File: src/rtl/xm_mem_stage_pkg.sv
// -----------------------------------------------------------------------------
// xm_mem_stage_pkg
// Shared processor constants for the X->M->W memory stage:
//   - 5-bit opcode values (instruction[31:27])
//   - canonical NOP instruction
//   - memory sequencer state encoding
//   - opcode helpers used by the stage and its sub-blocks
// -----------------------------------------------------------------------------
package xm_mem_stage_pkg;

    localparam logic [4:0] OP_RTYPE = 5'd0;
    localparam logic [4:0] OP_JAL   = 5'd3;
    localparam logic [4:0] OP_ADDI  = 5'd5;
    localparam logic [4:0] OP_SW    = 5'd7;
    localparam logic [4:0] OP_LW    = 5'd8;
    localparam logic [4:0] OP_SETX  = 5'd21;

    localparam logic [31:0] NOP_INSTR = 32'b0;

    typedef enum logic {
        ST_RUN  = 1'b0,
        ST_WAIT = 1'b1
    } mem_state_t;

    function automatic logic [4:0] opcode_of(input logic [31:0] instr);
        return instr[31:27];
    endfunction

    function automatic logic is_memop(input logic [4:0] op);
        return (op == OP_SW) || (op == OP_LW);
    endfunction

endpackage

File: src/rtl/xm_mem_stage_if.sv
// -----------------------------------------------------------------------------
// xm_mem_stage_if
// Data-memory port with a ready handshake, shared by the core's memory stage
// and slower memories (sprite/stage RAM).
//   dmem_req   : access request (held until dmem_ready or abort)
//   dmem_WE    : write enable, only together with dmem_req for stores
//   dmem_addr  : word address
//   dmem_wdata : store data
//   dmem_ready : memory completes the access this cycle
//   dmem_rdata : load data, valid while dmem_ready is high
// Modports: master = requester (memory stage), slave = memory.
// -----------------------------------------------------------------------------
interface xm_mem_stage_if #(
    parameter int DATA_WIDTH = 32,
    parameter int ADDR_WIDTH = 12
);
    logic                  dmem_req;
    logic                  dmem_WE;
    logic [ADDR_WIDTH-1:0] dmem_addr;
    logic [DATA_WIDTH-1:0] dmem_wdata;
    logic                  dmem_ready;
    logic [DATA_WIDTH-1:0] dmem_rdata;

    modport master (
        output dmem_req,
        output dmem_WE,
        output dmem_addr,
        output dmem_wdata,
        input  dmem_ready,
        input  dmem_rdata
    );

    modport slave (
        input  dmem_req,
        input  dmem_WE,
        input  dmem_addr,
        input  dmem_wdata,
        output dmem_ready,
        output dmem_rdata
    );
endinterface

File: src/rtl/xm_mem_stage_wait_counter.sv
// -----------------------------------------------------------------------------
// mem_wait_counter
// Counts cycles spent waiting for dmem_ready.
//   clock, reset : rising-edge clock, asynchronous active-high reset
//   load         : start a wait (count <- 1)
//   inc          : one more wait cycle (saturates at MAX_WAIT, never wraps)
//   clr          : wait finished (count <- 0)
//   tc           : count has reached MAX_WAIT
// Priority: clr > load > inc.
// -----------------------------------------------------------------------------
module mem_wait_counter #(
    parameter int MAX_WAIT = 15
) (
    input  logic clock,
    input  logic reset,
    input  logic load,
    input  logic inc,
    input  logic clr,
    output logic tc
);
    localparam int CNT_W = $clog2(MAX_WAIT + 1);
    localparam logic [CNT_W-1:0] TC_VAL = CNT_W'(MAX_WAIT);

    logic [CNT_W-1:0] cnt;

    always_ff @(posedge clock or posedge reset) begin
        if (reset) begin
            cnt <= '0;
        end else if (clr) begin
            cnt <= '0;
        end else if (load) begin
            cnt <= CNT_W'(1);
        end else if (inc && (cnt != TC_VAL)) begin
            cnt <= cnt + CNT_W'(1);
        end
    end

    assign tc = (cnt == TC_VAL);

endmodule

File: src/rtl/xm_mem_stage.sv
// -----------------------------------------------------------------------------
// xm_mem_stage
// Execute->memory pipeline latch plus data-memory access sequencer.
// Captures the X-stage instruction, ALU result and store data into M, issues a
// ready-handshaked dmem access for sw/lw, stalls upstream while the memory is
// not ready, and hands the finished instruction/result to the M/W latch.
// An access that waits MAX_WAIT cycles in WAIT is aborted and flagged.
// Ports:
//   clock, reset     : rising-edge clock, asynchronous active-high reset
//   instruction_X    : instruction leaving execute
//   aluResult_X      : ALU result / effective address
//   storeData_X      : value stored by sw
//   flush_X          : squash incoming X instruction (ignored while stalled)
//   stall_M          : hold fetch/decode/execute latches this cycle
//   dmem             : data-memory port (master side)
//   instruction_W    : instruction in the M/W latch
//   data_W           : writeback data (load data or ALU result)
//   timeout_W        : instruction in W was aborted by wait timeout
// -----------------------------------------------------------------------------
module xm_mem_stage
    import xm_mem_stage_pkg::*;
#(
    parameter int DATA_WIDTH = 32,
    parameter int ADDR_WIDTH = 12,
    parameter int MAX_WAIT   = 15
) (
    input  logic                  clock,
    input  logic                  reset,
    input  logic [31:0]           instruction_X,
    input  logic [DATA_WIDTH-1:0] aluResult_X,
    input  logic [DATA_WIDTH-1:0] storeData_X,
    input  logic                  flush_X,
    output logic                  stall_M,
    xm_mem_stage_if.master        dmem,
    output logic [31:0]           instruction_W,
    output logic [DATA_WIDTH-1:0] data_W,
    output logic                  timeout_W
);

    logic [31:0]           instruction_M;
    logic [DATA_WIDTH-1:0] aluResult_M;
    logic [DATA_WIDTH-1:0] storeData_M;

    mem_state_t state, state_nxt;

    logic [4:0]            opM;
    logic                  memop;
    logic                  wait_tc;
    logic                  abort;
    logic                  cnt_load;
    logic                  cnt_inc;
    logic                  cnt_clr;
    logic [DATA_WIDTH-1:0] result_M;

    logic [31:0]           instruction_W_nxt;
    logic [DATA_WIDTH-1:0] data_W_nxt;
    logic                  timeout_W_nxt;

    assign opM      = opcode_of(instruction_M);
    assign memop    = is_memop(opM);
    assign abort    = (state == ST_WAIT) && wait_tc;
    assign stall_M  = memop && !dmem.dmem_ready && !abort;
    assign result_M = (opM == OP_LW) ? dmem.dmem_rdata : aluResult_M;

    assign dmem.dmem_req   = memop;
    assign dmem.dmem_WE    = memop && (opM == OP_SW);
    assign dmem.dmem_addr  = aluResult_M[ADDR_WIDTH-1:0];
    assign dmem.dmem_wdata = storeData_M;

    mem_wait_counter #(
        .MAX_WAIT (MAX_WAIT)
    ) u_wait_cnt (
        .clock (clock),
        .reset (reset),
        .load  (cnt_load),
        .inc   (cnt_inc),
        .clr   (cnt_clr),
        .tc    (wait_tc)
    );

    // ---- X -> M latch: holds while stalled, flush only honoured when moving
    always_ff @(posedge clock or posedge reset) begin
        if (reset) begin
            instruction_M <= NOP_INSTR;
            aluResult_M   <= '0;
            storeData_M   <= '0;
        end else if (!stall_M) begin
            if (flush_X) begin
                instruction_M <= NOP_INSTR;
                aluResult_M   <= '0;
                storeData_M   <= '0;
            end else begin
                instruction_M <= instruction_X;
                aluResult_M   <= aluResult_X;
                storeData_M   <= storeData_X;
            end
        end
    end

    // ---- sequencer state register
    always_ff @(posedge clock or posedge reset) begin
        if (reset) begin
            state <= ST_RUN;
        end else begin
            state <= state_nxt;
        end
    end

    // ---- sequencer next state and W-latch contents
    // W receives a bubble by default, so a stalled instruction is written
    // back exactly once: on the cycle it completes or aborts.
    always_comb begin
        state_nxt         = state;
        cnt_load          = 1'b0;
        cnt_inc           = 1'b0;
        cnt_clr           = 1'b0;
        instruction_W_nxt = NOP_INSTR;
        data_W_nxt        = '0;
        timeout_W_nxt     = 1'b0;

        case (state)
            ST_RUN: begin
                if (memop && !dmem.dmem_ready) begin
                    state_nxt = ST_WAIT;
                    cnt_load  = 1'b1;
                end else begin
                    instruction_W_nxt = instruction_M;
                    data_W_nxt        = result_M;
                end
            end
            ST_WAIT: begin
                // ready wins over abort if both land on the same cycle
                if (dmem.dmem_ready || !memop) begin
                    state_nxt         = ST_RUN;
                    cnt_clr           = 1'b1;
                    instruction_W_nxt = instruction_M;
                    data_W_nxt        = result_M;
                end else if (abort) begin
                    state_nxt         = ST_RUN;
                    cnt_clr           = 1'b1;
                    instruction_W_nxt = instruction_M;
                    timeout_W_nxt     = 1'b1;
                end else begin
                    cnt_inc = 1'b1;
                end
            end
            default: begin
                state_nxt = ST_RUN;
                cnt_clr   = 1'b1;
            end
        endcase
    end

    // ---- M -> W latch
    always_ff @(posedge clock or posedge reset) begin
        if (reset) begin
            instruction_W <= NOP_INSTR;
            data_W        <= '0;
            timeout_W     <= 1'b0;
        end else begin
            instruction_W <= instruction_W_nxt;
            data_W        <= data_W_nxt;
            timeout_W     <= timeout_W_nxt;
        end
    end

endmodule

File: src/flat_wrapper.sv
// flat-port wrapper written by rule: the top's interface ports become plain ports
module xm_mem_stage_flat import xm_mem_stage_pkg::*;
#(
    parameter int DATA_WIDTH = 32,
    parameter int ADDR_WIDTH = 12,
    parameter int MAX_WAIT   = 15
)
  (clock, reset, instruction_X, aluResult_X, storeData_X, flush_X, stall_M, instruction_W, data_W, timeout_W, dmem_dmem_req, dmem_dmem_WE, dmem_dmem_addr, dmem_dmem_wdata, dmem_dmem_ready, dmem_dmem_rdata);
  xm_mem_stage_if #(.DATA_WIDTH(DATA_WIDTH), .ADDR_WIDTH(ADDR_WIDTH)) dmem_i ();
  input  logic clock;
  input  logic reset;
  input  logic [31:0] instruction_X;
  input  logic [DATA_WIDTH-1:0] aluResult_X;
  input  logic [DATA_WIDTH-1:0] storeData_X;
  input  logic flush_X;
  output logic stall_M;
  output logic [31:0] instruction_W;
  output logic [DATA_WIDTH-1:0] data_W;
  output logic timeout_W;
  output wire logic [$bits(dmem_i.dmem_req)-1:0] dmem_dmem_req;
  output wire logic [$bits(dmem_i.dmem_WE)-1:0] dmem_dmem_WE;
  output wire logic [$bits(dmem_i.dmem_addr)-1:0] dmem_dmem_addr;
  output wire logic [$bits(dmem_i.dmem_wdata)-1:0] dmem_dmem_wdata;
  input wire logic [$bits(dmem_i.dmem_ready)-1:0] dmem_dmem_ready;
  input wire logic [$bits(dmem_i.dmem_rdata)-1:0] dmem_dmem_rdata;
  assign dmem_dmem_req = dmem_i.dmem_req;
  assign dmem_dmem_WE = dmem_i.dmem_WE;
  assign dmem_dmem_addr = dmem_i.dmem_addr;
  assign dmem_dmem_wdata = dmem_i.dmem_wdata;
  assign dmem_i.dmem_ready = dmem_dmem_ready;
  assign dmem_i.dmem_rdata = dmem_dmem_rdata;
  xm_mem_stage #(.DATA_WIDTH(DATA_WIDTH), .ADDR_WIDTH(ADDR_WIDTH), .MAX_WAIT(MAX_WAIT)) u_core (.clock(clock), .reset(reset), .instruction_X(instruction_X), .aluResult_X(aluResult_X), .storeData_X(storeData_X), .flush_X(flush_X), .stall_M(stall_M), .dmem(dmem_i), .instruction_W(instruction_W), .data_W(data_W), .timeout_W(timeout_W));
endmodule
File: config.mk
export PLATFORM = sky130hd
export DESIGN_NAME = xm_mem_stage_flat
export DESIGN_NICKNAME = d
export VERILOG_FILES = /design/src/rtl/xm_mem_stage_pkg.sv /design/src/rtl/xm_mem_stage_if.sv /design/src/rtl/xm_mem_stage_wait_counter.sv /design/src/rtl/xm_mem_stage.sv /design/src/flat_wrapper.sv
export SDC_FILE = /design/constraint.sdc
export NUM_CORES = 1
export LEC_CHECK = 0
export BUFFER_PORTS_ARGS = -buffer_cell sky130_fd_sc_hd__buf_2
export CAP_MARGIN = 25
export CORE_MARGIN = 5
export CORE_UTILIZATION = 50
export DETAILED_ROUTE_END_ITERATION = 10
export PLACE_DENSITY = 0.81
export SLEW_MARGIN = 20
export SYNTH_ARGS = -nofsm -noshare
export SYNTH_HDL_FRONTEND = slang
export SYNTH_SLANG_ARGS = --single-unit
export TNS_END_PERCENT = 10
File: constraint.sdc
create_clock -name clock -period 6.4 [get_ports clock]
set_clock_uncertainty 0.05 [all_clocks]
set_input_delay 0 -clock clock [delete_from_list [all_inputs] [get_ports clock]]
set_output_delay 0 -clock clock [all_outputs]
set_load 0.02 [all_outputs]
==> impl_metrics.ini <==
[timing]
finalCriticalPeriod_ns = 3.21
fin_setup_tns_ns = 0
setup_violations = 0
maxSlewViolCount = 0
fin_hold_ws_ns = 0.153
rsz0062_at_grt = no
finalHoldViolations = 0
slew-limit-headroom = 0.324
period_share = 0.501
fmaxAchievable_mhz = 312
worst-slew-pin-transition_ns = 1.01

[cts]
clk_latency_ns = 0.42
cts-hold-fix-buffers = 130
clock_tree.root_cell = sky130_fd_sc_hd__clkbuf_16
cts.repair_timing.setup_buffer_count = 0
cts.sink_count = 166
numCtsBuffers = 17
tritoncts = done
clk_pin_slew_ns = 0.07
post_cts.resized_instances = 0
clk_path_buf_depth = 2
htree_num_levels = 4

[pwr]
vdd.ir_drop.worst_uv = 207
comb_power_share = 0.152
power.share.clock = 0.418
sequentialPowerShare = 0.429
power.net_switching_mw = 0.671
power.switching_fraction = 0.248
power_per_cell_area_nw_per_um2 = 259
power_report.internal_total_mw = 2.04
p_leak_nw = 5.31

[global_routing]
grt_start_max_net_pins = 110
grt_pass1_wl_um = 32200
number_of_global_route_vias_before_repair = 6321
groute.usage.overall = 0.249
antenna_found_initial = 5
grt_overflow_total = 0

[worst_setup_path]
path_max_fanout = 48
crit_path_start_kind = register
regToRegSetupSlack_ns = 3.22
worst-setup-path-type = reg -> out
worst_ep_required_time_ns = 6.35
crit_arrival_ns = 3.16
worst_setup_path_end_kind = output pin

[yosys]
synth_seq_cells = 166
synth_top_cells_by_area = sky130_fd_sc_hd__dfrtp_1 (58%), sky130_fd_sc_hd__mux2_4 (10%), sky130_fd_sc_hd__nor2b_1 (8.3%)
synthDistinctLibCells = 31
syn_area_um2 = 7190
yosys.area.top_type = sky130_fd_sc_hd__dfrtp_1
syn_area_per_cell_um2 = 12.7
ys.warnings.count = 0
mappedNetlistNets = 701
synth_sequential_area_ratio = 0.578
number_of_cells_produced_by_synthesis = 568
synthDominantCellAreaShare = 0.578

[hold_path]
worst_hold_path_type = in -> async

[floorplanning]
die_x_um = 130
chipHeight_um = 130
coreArea_um2 = 14000
top_level_ports = 244
fp-row-count = 43
floorplan.initialDensity = 0.514
dieArea_um2 = 16900

[routing]
1st_iter_drt_viols = 385
drt-pass1-iter-count = 5
antenna_left = 0
drc_errors = 0
avgViaCountPerCell = 5.20
dr_total_vias = 5777
routed_wire_length_per_instance_um = 19.0
wirelength_um = 21200

[cells_and_area]
commonest_cells_after_routing_fill_and_taps_aside = sky130_fd_sc_hd__buf_2 (242), sky130_fd_sc_hd__dfrtp_1 (166), sky130_fd_sc_hd__dlygate4sd3_1 (130)
post-route-cell-area_um2 = 10400
final_layout_size_suffix_gt1_frac = 0.409
layout.core_utilization = 0.746
fin_nets = 1046
seq_area_um2 = 4150
area_of_combinational_cells_with_multiple_inputs_um2 = 2720
fillCellCount = 864
layout.cells.most_common = sky130_fd_sc_hd__buf_2
syn2layout_area_growth_pct = 45.2

[run]
drv_cap = 0

[placement]
gp_congestion = 0.809
hpwlAfterDp_um = 11400
placed_area_um2 = 8380
place.port_buffers = 243

[status]
status = completed
[logic make-up after synthesis]
group	share of synthesized area
adders and majority gates	0.00174
DFF	0.578
buffers and inverters	0.0467
muxes	0.176
AOI/OAI and AO/OA	0.0520
xor gates and xnor gates	0.00122
and+or+nand+nor	0.144
[synthesized netlist by cell type (all sizes together)]
| master | n |
|---|---|
| a211o | 1 |
| a21oi | 34 |
| a221o | 1 |
| and2 | 32 |
| and4 | 1 |
| buf | 24 |
| clkbuf | 31 |
| dfrtp | 166 |
| ha | 1 |
| inv | 7 |
| mux2 | 95 |
| mux2i | 1 |
| nand2 | 2 |
| nand3 | 33 |
| nand3b | 2 |
| nand4b | 1 |
| nor2 | 1 |
| nor2b | 95 |
| nor3b | 1 |
| nor4b | 1 |
| o21ai | 32 |
| o31ai | 1 |
| o32ai | 2 |
| or2 | 1 |
| or4b | 1 |
| xor2 | 1 |
[worst max-delay path: stages, from the launching register on]
cell	delay (ns)
sky130_fd_sc_hd__dfrtp_1	0.45
sky130_fd_sc_hd__or4b_2	1.02
sky130_fd_sc_hd__a211o_4	0.66
sky130_fd_sc_hd__buf_12	0.28
sky130_fd_sc_hd__inv_1	0.11
sky130_fd_sc_hd__buf_2	0.17
[layout make-up]
class / count / share of cell area
repair buffers: 381 / 0.253
inverters: 7 / 0.00300
flip-flops and latches: 166 / 0.398
diodes: 6 / 0.00144
clock inverters: 12 / 0.0192
clock buffers: 20 / 0.0437
multi-input cells: 340 / 0.260
well taps: 180 / 0.0216
[through the flow]
step | setup WS (ns) | std cells | power, mW
2_1_floorplan | 1.86 | 568 | 1.39
3_3_place_gp | 2.83 | 940 | 1.50
3_5_place_dp | 2.78 | 940 | 1.51
4_1_cts | 2.75 | 1102 | 2.70
5_1_grt | 3.07 | 1111 | 2.80
6_report | 3.19 | 1112 | 2.71
[final timing paths]
kind,from,to,depth (start not counted)
min in group clock,flush_X,u_core.aluResult_M[2],3
max in group asynchronous,reset,u_core.data_W[18],4
hold / removal,reset,u_core.dmem.dmem_wdata[22],3
setup / recovery,u_core.instruction_M[27],stall_M,5
hold reg to reg,u_core.instruction_M[24],u_core.instruction_W[24],1
setup reg to reg,u_core.instruction_M[27],u_core.dmem.dmem_wdata[31],4
[registers in the layout, indices dropped and copies added (netlist names)]
name,cells
u_core.instruction_W,32
u_core.state,1
u_core.data_W,32
u_core.dmem.dmem_wdata,32
u_core.aluResult_M,32
u_core.u_wait_cnt.cnt,4
u_core.timeout_W,1
u_core.instruction_M,32
[per-layer routing]
metal / global-route usage / vias up / routed length [um]
met1: 0.269 / 2838 / 7580
li1: - / 2589 / -
met5: 0 / - / 0
met2: 0.437 / 265 / 11300
met4: 0.153 / 0 / 1120
met3: 0.0659 / 85 / 1220
[power groups by stage]
stage	sequential, mW	combinational, mW	clock [mW]
2_1_floorplan	1.23	0.163	0
3_3_place_gp	1.18	0.326	0
3_5_place_dp	1.18	0.333	0
4_1_cts	1.16	0.396	1.14
5_1_grt	1.17	0.441	1.19
6_report	1.16	0.412	1.13
No activity file was read; power rests on OpenSTA's default activity.
